## config.mk

```make
export PLATFORM = sky130hd
export DESIGN_NAME = operand_entry
export DESIGN_NICKNAME = d
export VERILOG_FILES = /design/src/rtl/operand_entry.sv
export SDC_FILE = /design/constraint.sdc
export NUM_CORES = 1
export LEC_CHECK = 0
export ABC_CLOCK_PERIOD_IN_PS = 3600
export CORE_ASPECT_RATIO = 1.25
export CORE_MARGIN = 2
export CORE_UTILIZATION = 49
export DETAILED_ROUTE_END_ITERATION = 12
export GPL_TIMING_DRIVEN = 0
export HOLD_SLACK_MARGIN = 0.12
export PLACE_DENSITY = 0.89
export SYNTH_ARGS = -nofsm -noshare
export SYNTH_HDL_FRONTEND = slang
export SYNTH_SLANG_ARGS = --single-unit
```

## constraint.sdc

```tcl
create_clock -name MAX10_CLK1_50 -period 3.6 [get_ports MAX10_CLK1_50]
set_input_delay 0.36 -clock MAX10_CLK1_50 [delete_from_list [all_inputs] [get_ports MAX10_CLK1_50]]
set_output_delay 0.36 -clock MAX10_CLK1_50 [all_outputs]
set_load 0.02 [all_outputs]
```

## src/rtl/operand_entry.sv

```systemverilog
// rtl/operand_entry.sv - two-press operand loader with key debounce and valid/ready offer
// Optional debouncers: OPERAND_ENTRY_DEBOUNCE_EN (undefined: debounced level = synchronized level)
module operand_entry #(
  parameter int unsigned      CNT_W           = 16,
  parameter logic [CNT_W-1:0] DEBOUNCE_CYCLES = 16'd50000
) (
  input  logic       MAX10_CLK1_50,
  input  logic       reset_n,
  input  logic [7:0] SW,
  input  logic [1:0] KEY,
  output logic [3:0] inputx,
  output logic [3:0] inputy,
  output logic       sub,
  output logic       op_valid,
  input  logic       op_ready,
  output logic [1:0] state_led
);

  typedef enum logic [1:0] {
    CAP_X = 2'b00,
    CAP_Y = 2'b01,
    OFFER = 2'b10,
    DONE  = 2'b11
  } state_t;

  logic       clk;
  logic       rst_n;
  logic [1:0] key_s1_q, key_s2_q;
  logic [7:0] sw_s1_q, sw_s2_q;
  logic [1:0] deb_w;
  logic [1:0] deb_dly_q;
  logic [1:0] press_q;
  logic       cap_press, clr_press;
  logic       unused_sw;

  state_t     state_q, state_d;
  logic [3:0] x_q, x_d;
  logic [3:0] y_q, y_d;
  logic       sub_q, sub_d;

  assign clk   = MAX10_CLK1_50;
  assign rst_n = reset_n;

  always_ff @(posedge clk or negedge rst_n) begin
    if (!rst_n) begin
      key_s1_q <= 2'b11;
      key_s2_q <= 2'b11;
      sw_s1_q  <= 8'h00;
      sw_s2_q  <= 8'h00;
    end else begin
      key_s1_q <= KEY;
      key_s2_q <= key_s1_q;
      sw_s1_q  <= SW;
      sw_s2_q  <= sw_s1_q;
    end
  end

  assign unused_sw = ^sw_s2_q[6:4];

`ifdef OPERAND_ENTRY_DEBOUNCE_EN
  localparam logic [CNT_W-1:0] DEB_LAST = DEBOUNCE_CYCLES - 1'b1;

  for (genvar k = 0; k < 2; k++) begin : g_deb
    logic [CNT_W-1:0] cnt_q, cnt_d;
    logic             lvl_q, lvl_d;

    // Count consecutive cycles of disagreement; any agreement restarts the count.
    always_comb begin
      cnt_d = cnt_q;
      lvl_d = lvl_q;
      if (key_s2_q[k] == lvl_q) begin
        cnt_d = '0;
      end else if (cnt_q >= DEB_LAST) begin
        cnt_d = '0;
        lvl_d = key_s2_q[k];
      end else begin
        cnt_d = cnt_q + 1'b1;
      end
    end

    always_ff @(posedge clk or negedge rst_n) begin
      if (!rst_n) begin
        cnt_q <= '0;
        lvl_q <= 1'b1;
      end else begin
        cnt_q <= cnt_d;
        lvl_q <= lvl_d;
      end
    end

    assign deb_w[k] = lvl_q;
  end
`else
  logic [CNT_W-1:0] unused_debounce_cfg;
  assign unused_debounce_cfg = DEBOUNCE_CYCLES;
  assign deb_w = key_s2_q;
`endif

  // Press is a registered one-cycle pulse on the debounced 1->0 transition.
  always_ff @(posedge clk or negedge rst_n) begin
    if (!rst_n) begin
      deb_dly_q <= 2'b11;
      press_q   <= 2'b00;
    end else begin
      deb_dly_q <= deb_w;
      press_q   <= deb_dly_q & ~deb_w;
    end
  end

  assign clr_press = press_q[0];
  assign cap_press = press_q[1];

  always_comb begin
    state_d = state_q;
    x_d     = x_q;
    y_d     = y_q;
    sub_d   = sub_q;
    if (clr_press) begin
      state_d = CAP_X;
      x_d     = 4'h0;
      y_d     = 4'h0;
      sub_d   = 1'b0;
    end else begin
      case (state_q)
        CAP_X: if (cap_press) begin
          x_d     = sw_s2_q[3:0];
          state_d = CAP_Y;
        end
        CAP_Y: if (cap_press) begin
          y_d     = sw_s2_q[3:0];
          sub_d   = sw_s2_q[7];
          state_d = OFFER;
        end
        OFFER: if (op_ready) begin
          state_d = DONE;
        end
        DONE: if (cap_press) begin
          x_d     = sw_s2_q[3:0];
          state_d = CAP_Y;
        end
        default: state_d = CAP_X;
      endcase
    end
  end

  always_ff @(posedge clk or negedge rst_n) begin
    if (!rst_n) begin
      state_q <= CAP_X;
      x_q     <= 4'h0;
      y_q     <= 4'h0;
      sub_q   <= 1'b0;
    end else begin
      state_q <= state_d;
      x_q     <= x_d;
      y_q     <= y_d;
      sub_q   <= sub_d;
    end
  end

  assign inputx    = x_q;
  assign inputy    = y_q;
  assign sub       = sub_q;
  assign op_valid  = (state_q == OFFER);
  assign state_led = state_q;

endmodule

```

# Word-level counts from Yosys, hierarchy flattened
# Index checks and enable logic that the tools add are counted.
# totals
reg_bits,35
inputBits,13
output_inout_bits,12
word_cells,39
# op_classes
eq_ne,6
muxes,13
bitwise_logic,2
reduce_logical,8
# op_table
cell,n
$mux W4,5
$mux W2,4
$ne A3 B1 Y1 const B,2
$pmux W2 S3,1
$reduce_bool A2 Y1,3
$eq A2 B2 Y1 const B,2
$reduce_and A2 Y1,2
$mux W1,3
$ne A3 B3 Y1 const B,1
$reduce_and A3 Y1,1
$and A2 B2 Y2,1
$eq A2 B1 Y1 const B,1
$logic_not A2 Y1,1
$not A2 Y2,1
$reduce_or A2 Y1,1

# Depth between registers and ports, before layout
# Gate-level depths: netlist (run 1).
# logic_depth
depth_word,4
depth_mapped,6
depth_no_buf,5

# Worst setup path after synthesis (run 1)
# OpenSTA, ideal clock, no wires.
# synth_path
path_kind,register to register
startpoint,"register state_q[0], in the netlist state_led[0]"
endpoint,"register state_q[0], in the netlist state_led[0]"
setup_time_ps,78
arrival_ps,1364
path_slack_ps,2158
path_stages_with_launch,6
n_path_buf,0
period_less_slack_ps,1442
path_cell_list,dfrtp_1 > inv_1 > ha_1 > nor2b_1 > a211o_1 > a21oi_1
# synth_between
elab_cells_between_ends,11
# synth_rtl
item,line_no,source
"start, declared",36,"state_t state_q, state_d;"
"start signal, assigned",153,state_q <= state_d;
$eq A2 B2 Y1 *,-,
net op_valid,14,"output logic op_valid,"
$ne A3 B1 Y1 (no line) / $pmux W2 S3 (equally long branches),-,
$reduce_and A3 Y1 (no line) / $mux W2 (equally long branches),-,
# The timed path passes the listed nets; every way through them passes the cells marked *.
# A chain may end at the register's enable or synchronous reset.

# Final worst setup path (run 1)
# layout_path
startpoint,"register state_q[0], in the netlist state_led[0]"
endpoint,output port op_valid
# layout_between
elab_chain_len,1
# layout_lines
item,line_no,source
$eq A2 B2 Y1,163,assign op_valid = (state_q == OFFER);
"end, declared",14,
# No other way between the ends.

==> flow_summary_export.csv, run 1 <==
group,metric,value,unit
clock_tree,numCtsBuffers,5,
timing,fin_tns_setup,0,ns
drt,via_per_inst,5.15,
power,p_leak,0.548,nW
drt,drt_iter0_markers,4,
die,dieArea,0.00236,mm²
place,port_buffers,21,
place,dp_slack,1.78,ns
logic_synthesis,ys_types,13,
power,power_per_cell_area,694,mW/mm²
logic_synthesis,synth_top_area_cell,"dfrtp_1",
logic_synthesis,yosys.area_share.adder,2.58,%
final_layout,fin_nets,118,
global_routing,antenna_found_initial,0,
logic_synthesis,synth_compound_area_share,8.51,%
logic_synthesis,synth.ff_latch_count,29,
timing,finClkSkew,0.00780,ns
place,gp_congestion,0.752,
logic_synthesis,synth.cells.most_frequent,"dfrtp_1 (23), a21oi_1 (11), nand2_1 (11), nand3_1 (9), dfstp_2 (6)",
final_layout,n_antenna_cell,0,
clock_tree,path_clk_slew,0.08,ns
final_layout,design_area,0.00125,mm²
logic_synthesis,synth_nets,90,
clock_tree,cts-root-buf,"clkbuf_4",
worst_hold_path,hp-class,"reg -> reg",
timing,timing.final.crit_share,52.7,%
drt,wl_per_cell,11.9,µm
timing,setup_viol,0,
clock_tree,h-tree-depth,2,
die,chipHeight,53.8,µm
logic_synthesis,yosys.area_share.simple,10.8,%
timing,relSlewSlack,20.2,%
logic_synthesis,synth_edf_count,0,
logic_synthesis,yosys_warnings,0,
logic_synthesis,synth_flop_cell,"dfrtp_1",
global_routing,grt_pass1_wl,2460,µm
setup_path,arrival,1.54,ns
setup_path,cp.required,3.24,ns
logic_synthesis,synthArstFlopShare,100,%
logic_synthesis,netlist_top_cells_area,"dfrtp_1 (59%), dfstp_2 (16%), a21oi_1 (5.7%), nand3_1 (4.6%), nand2_1 (4.3%)",
clock_tree,hold_buffers,0,
die,design.core.area,0.00191,mm²
clock_tree,insertion_delay,0.31,ns
timing,fmax,527,MHz
setup_path,path_class,"reg -> out",
logic_synthesis,synth-xor-area-share,0,%
timing,slew_violations,0,
logic_synthesis,synth_area,971,µm²
place,dpl_cell_area,0.00121,mm²
logic_synthesis,synth_mux_area_share,0,%
die,rows,18,
place,place_hpwl,1150,µm
logic_synthesis,synth-seq-area-share,75.5,%
drt,routed_wl,1480,µm
clock_tree,cts.repair.resized,0,
setup_path,cp-start-kind,"flip-flop",
die,start_util,50.7,%
drt,num_vias,639,
timing,setup_ws,1.70,ns
logic_synthesis,avgSynthCellArea,12.9,µm²
drt,antenna_left,0,
clock_tree,cts_max_path_buffers,2,
clock_tree,clock_sinks,29,
timing,holdWs,0.356,ns
global_routing,overflow,0,
drt,drtPass1Iterations,2,
setup_path,endpoint_kind,"output pin",
die,die_x,43.8,µm
global_routing,grt_max_degree,30,
logic_synthesis,postSynthCellCount,75,
final_layout,syn_to_final_growth,29.3,%
run,maxCapViolCount,0,
global_routing,first_global_vias,624,
timing,tightest_slew,1.19,ns
status,status,"completed",
clock_tree,cts_setup_buffers,0,
clock_tree,cts_tree,"built",
logic_synthesis,netlist.area_leader.share,59.3,%
logic_synthesis,synth_top_family_by_area,"simple AND/OR/NAND/NOR gates",
timing,rsz0062_at_grt,"false",
setup_path,cp_max_fo,4,
logic_synthesis,synth_most_common_cell,"dfrtp_1",
timing,hold_violations,0,
power,peakVddDrop,349,µV
drt,drc,0,
final_layout,drive_gt1_share,13.5,%
timing,period_needed,1.90,ns
die,boundaryPins,25,
global_routing,grtUsageTotal,15.7,%
-- where the power goes --
group          switching (mW)  internal [mW]
clock network          0.0939         0.0777
logic                   0.156          0.139
registers              0.0287          0.376
-- cell type report --
class	count	area (µm²)
Sequential cell	29	733
Fill cell	151	659
Multi-Input combinational cell	40	213
Timing Repair Buffer	21	210
Clock buffer	8	48.8
Tap cell	20	25.0
Buffer	3	13.8
Inverter	3	11.3
-- metal layers --
metal | track usage (%) | vias up | wire length (µm)
met4 | 8.08 | 0 | 13
met5 | 0 | - | 0
met1 | 14.2 | 311 | 542
li1 | - | 304 | -
met2 | 26.7 | 21 | 829
met3 | 10.1 | 3 | 95
-- final timing paths --
| check | cells after the start | endpoint | startpoint | slack, ns |
|---|---|---|---|---|
| max in group asynchronous | 1 | sw_s1_q[3]$_DFF_PN0_ | reset_n | 2.20 |
| worst max register to register | 4 | state_led[0]$_DFFE_PN0P_ | state_led[0]$_DFFE_PN0P_ | 2.25 |
| worst min-delay path | 0 | sw_s2_q[1]$_DFF_PN0_ | sw_s1_q[1]$_DFF_PN0_ | 0.36 |
| worst min register to register | 0 | sw_s2_q[1]$_DFF_PN0_ | sw_s1_q[1]$_DFF_PN0_ | 0.36 |
| worst max-delay path | 3 | op_valid | state_led[0]$_DFFE_PN0P_ | 1.70 |
| min in group asynchronous | 1 | sub$_DFFE_PN0P_ | reset_n | 0.68 |
-- critical path, cell delays in order, from the launching register on --
cell	delay, ns
dfrtp_1	0.41
inv_1	0.07
ha_1	0.15
clkdlybuf4s50_1	0.60
-- stage by stage --
step	utilization (%)	total power, mW	cells
after detailed placement	63.0	0.710	116
after CTS	65.6	0.885	124
after global routing	65.6	0.933	124
final	65.6	0.871	124
after floorplan	-	0.580	75
after global placement	63.0	0.693	116
-- flip-flops by register name, summed over array words and instances, names as in the netlist --
| signal | cells |
|---|---|
| state_led | 2 |
| deb_dly_q | 2 |
| inputy | 4 |
| key_s1_q | 2 |
| deb_w | 2 |
| sw_s1_q | 5 |
| sw_s2_q | 5 |
| sub | 1 |
| inputx | 4 |
| press_q | 2 |
-- layout by cell type (no fill, tap or decap) --
master / netlist / final
nand2_1: 11 / 11
clkdlybuf4s50_1: 0 / 21
nand3_1: 9 / 9
inv_1: 2 / 2
clkbuf_1: 1 / 4
a21oi_1: 11 / 11
inv_2: 1 / 1
o21ai_0: 2 / 2
nor2b_1: 3 / 3
ha_1: 2 / 2
dfrtp_1: 23 / 23
dfstp_2: 6 / 6
clkbuf_4: 0 / 5
buf_2: 2 / 2
a211o_1: 2 / 2
-- logic make-up after synthesis --
kind of cell,after synthesis
DFF,29
and+or+nand+nor,23
AOI/OAI and AO/OA,15
buffers and inverters,6
adders and majority gates,2
Note: power is estimated with default switching activity, not from simulation.
==> run 2, diff against run 1 <==
==> config.mk (replaced) <==
export PLATFORM = sky130hd
export DESIGN_NAME = operand_entry
export DESIGN_NICKNAME = d
export VERILOG_FILES = /design/src/rtl/operand_entry.sv
export SDC_FILE = /design/constraint.sdc
export NUM_CORES = 1
export LEC_CHECK = 0
export ABC_CLOCK_PERIOD_IN_PS = 1900
export CORE_ASPECT_RATIO = 1.25
export CORE_MARGIN = 2
export CORE_UTILIZATION = 46
export DETAILED_ROUTE_END_ITERATION = 12
export GPL_TIMING_DRIVEN = 0
export HOLD_SLACK_MARGIN = 0.12
export PLACE_DENSITY = 0.85
export SYNTH_ARGS = -nofsm -noshare
export SYNTH_HDL_FRONTEND = slang
export SYNTH_SLANG_ARGS = --single-unit
==> constraint.sdc (replaced) <==
create_clock -name MAX10_CLK1_50 -period 1.9 [get_ports MAX10_CLK1_50]
set_input_delay 0.19 -clock MAX10_CLK1_50 [delete_from_list [all_inputs] [get_ports MAX10_CLK1_50]]
set_output_delay 0.19 -clock MAX10_CLK1_50 [all_outputs]
set_load 0.02 [all_outputs]
==> run 2 against run 1 <==
Compared with the run above: worst setup slack got worse by 1.5 ns; critical path depth did not move; core utilization fell by 1.2 points.
==> flow_summary_export.csv, run 2 (synthesized netlist as in run 1, its figures left out) <==
group,metric,value,unit
status,status,"completed",
timing,slew_violations,0,
clock_tree,cts-root-buf,"clkbuf_4",
final_layout,fin_nets,118,
setup_path,cp-start-kind,"flip-flop",
place,placed_cells,116,
clock_tree,clock_sinks,29,
final_layout,syn_to_final_growth,31.4,%
die,die_x,45.1,µm
die,design.core.area,0.00198,mm²
global_routing,use_met1,16.5,%
timing,holdWs,0.270,ns
die,dieArea,0.00250,mm²
clock_tree,cts_setup_buffers,0,
global_routing,grt_max_degree,30,
drt,wl_per_cell,12.1,µm
drt,num_vias,643,
final_layout,top_regs,"sw_s1_q: 5 flops, sw_s2_q: 5 flops",
clock_tree,path_clk_slew,0.09,ns
final_layout,n_antenna_cell,0,
die,rows,18,
final_layout,final_common_cell,"dfrtp_1",
power,peakVddDrop,773,µV
setup_path,cp_max_fo,4,
setup_path,endpoint_kind,"output pin",
final_layout,drive_gt1_share,16.3,%
final_layout,final_cells,124,
timing,setup_ws,0.155,ns
global_routing,use_met2,22.2,%
place,dp_slack,0.252,ns
timing,tightest_slew,1.18,ns
final_layout,final_util,64.4,%
place,place_hpwl,1100,µm
power,totalPowerFinal,1.74,mW
drt,drc,0,
timing,rsz0062_at_grt,"false",
global_routing,antenna_found_initial,0,
clock_tree,cts_tree,"built",
clock_tree,hold_buffers,0,
global_routing,first_global_vias,628,
setup_path,arrival,1.56,ns
setup_path,cp.required,1.71,ns
clock_tree,h-tree-depth,2,
power,power_per_cell_area,1370,mW/mm²
drt,via_per_inst,5.19,
power,p_leak,0.563,nW
timing,period_needed,1.75,ns
place,dpl_cell_area,0.00121,mm²
drt,routed_wl,1500,µm
clock_tree,insertion_delay,0.33,ns
global_routing,use_met3,5.88,%
die,boundaryPins,25,
drt,drtPass1Iterations,4,
timing,fmax,573,MHz
clock_tree,cts_max_path_buffers,2,
timing,relSlewSlack,20.9,%
clock_tree,cts.repair.resized,0,
run,maxCapViolCount,0,
final_layout,final_cell_mix,"dfrtp_1 (23), clkdlybuf4s50_1 (21), a21oi_1 (11), nand2_1 (11), nand3_1 (9)",
die,chipHeight,55.4,µm
timing,fin_tns_setup,0,ns
clock_tree,numCtsBuffers,5,
timing,setup_viol,0,
die,start_util,49.0,%
global_routing,grt-busiest-layer,"met2",
drt,antenna_left,0,
global_routing,grt_pass1_wl,2560,µm
setup_path,r2r_slack,0.55,ns
worst_hold_path,hp-class,"in -> reg",
global_routing,grtUsageTotal,15.0,%
place,gp_congestion,0.755,
timing,finClkSkew,0.0115,ns
global_routing,overflow,0,
setup_path,path_class,"reg -> out",
drt,drt_iter0_markers,4,
final_layout,design_area,0.00128,mm²
timing,timing.final.crit_share,91.9,%
timing,hold_violations,0,
place,port_buffers,21,
## run 2: cell count changes in the layout (fill, tap and decap cells not counted)
| cell | delta |
|---|---|
| clkinv_2 | +1 |
| clkbuf_1 | -3 |
| clkbuf_8 | +2 |
## run 2: cell type report
type                            instances  area (µm²)
Sequential cell                        29         733
Fill cell                             159         706
Multi-Input combinational cell         40         213
Timing Repair Buffer                   21         210
Clock buffer                            7        65.1
Tap cell                               20        25.0
Buffer                                  3        13.8
Inverter                                3        11.3
Clock inverter                          1        5.00
## run 2: per-layer routing
metal  wire length [µm]  vias up
met1                565      307
met3                 92        5
li1                   -      307
met2                794       24
met4                 43        0
met5                  0        -
## run 2: worst paths after layout
path                                          start                        to  cells after the start
min                                          KEY[0]     key_s1_q[0]$_DFF_PN1_                      1
max reg2reg                state_led[0]$_DFFE_PN0P_  state_led[0]$_DFFE_PN0P_                      4
min in group asynchronous                   reset_n      press_q[0]$_DFF_PN0_                      1
max                        state_led[0]$_DFFE_PN0P_                  op_valid                      3
min reg2reg                   key_s1_q[1]$_DFF_PN1_        deb_w[1]$_DFF_PN1_                      0
max in group asynchronous                   reset_n     inputx[3]$_DFFE_PN0P_                      1
## run 2: worst max-delay path, stage by stage (launching register included)
cell and delay, ns:
dfrtp_1 0.41, inv_1 0.06, ha_1 0.15, clkdlybuf4s50_1 0.60
## run 2: power breakdown
part | internal (mW) | leakage [nW] | switching [mW]
Combinational | 0.265 | 0.170 | 0.296
Sequential | 0.713 | 0.351 | 0.0543
Clock | 0.214 | 0.0413 | 0.202
Total | 1.19 | 0.563 | 0.552
==> run 3, diff against run 2 <==
--- a/config.mk
+++ b/config.mk
@@ -11,7 +11,7 @@
 export CORE_UTILIZATION = 46
 export DETAILED_ROUTE_END_ITERATION = 12
 export GPL_TIMING_DRIVEN = 0
-export HOLD_SLACK_MARGIN = 0.12
+export HOLD_SLACK_MARGIN = 0.05
 export PLACE_DENSITY = 0.85
 export SYNTH_ARGS = -nofsm -noshare
 export SYNTH_HDL_FRONTEND = slang
==> results of run 3 <==
Same layout as run 2: the final DEF is identical, and so are final timing and power.
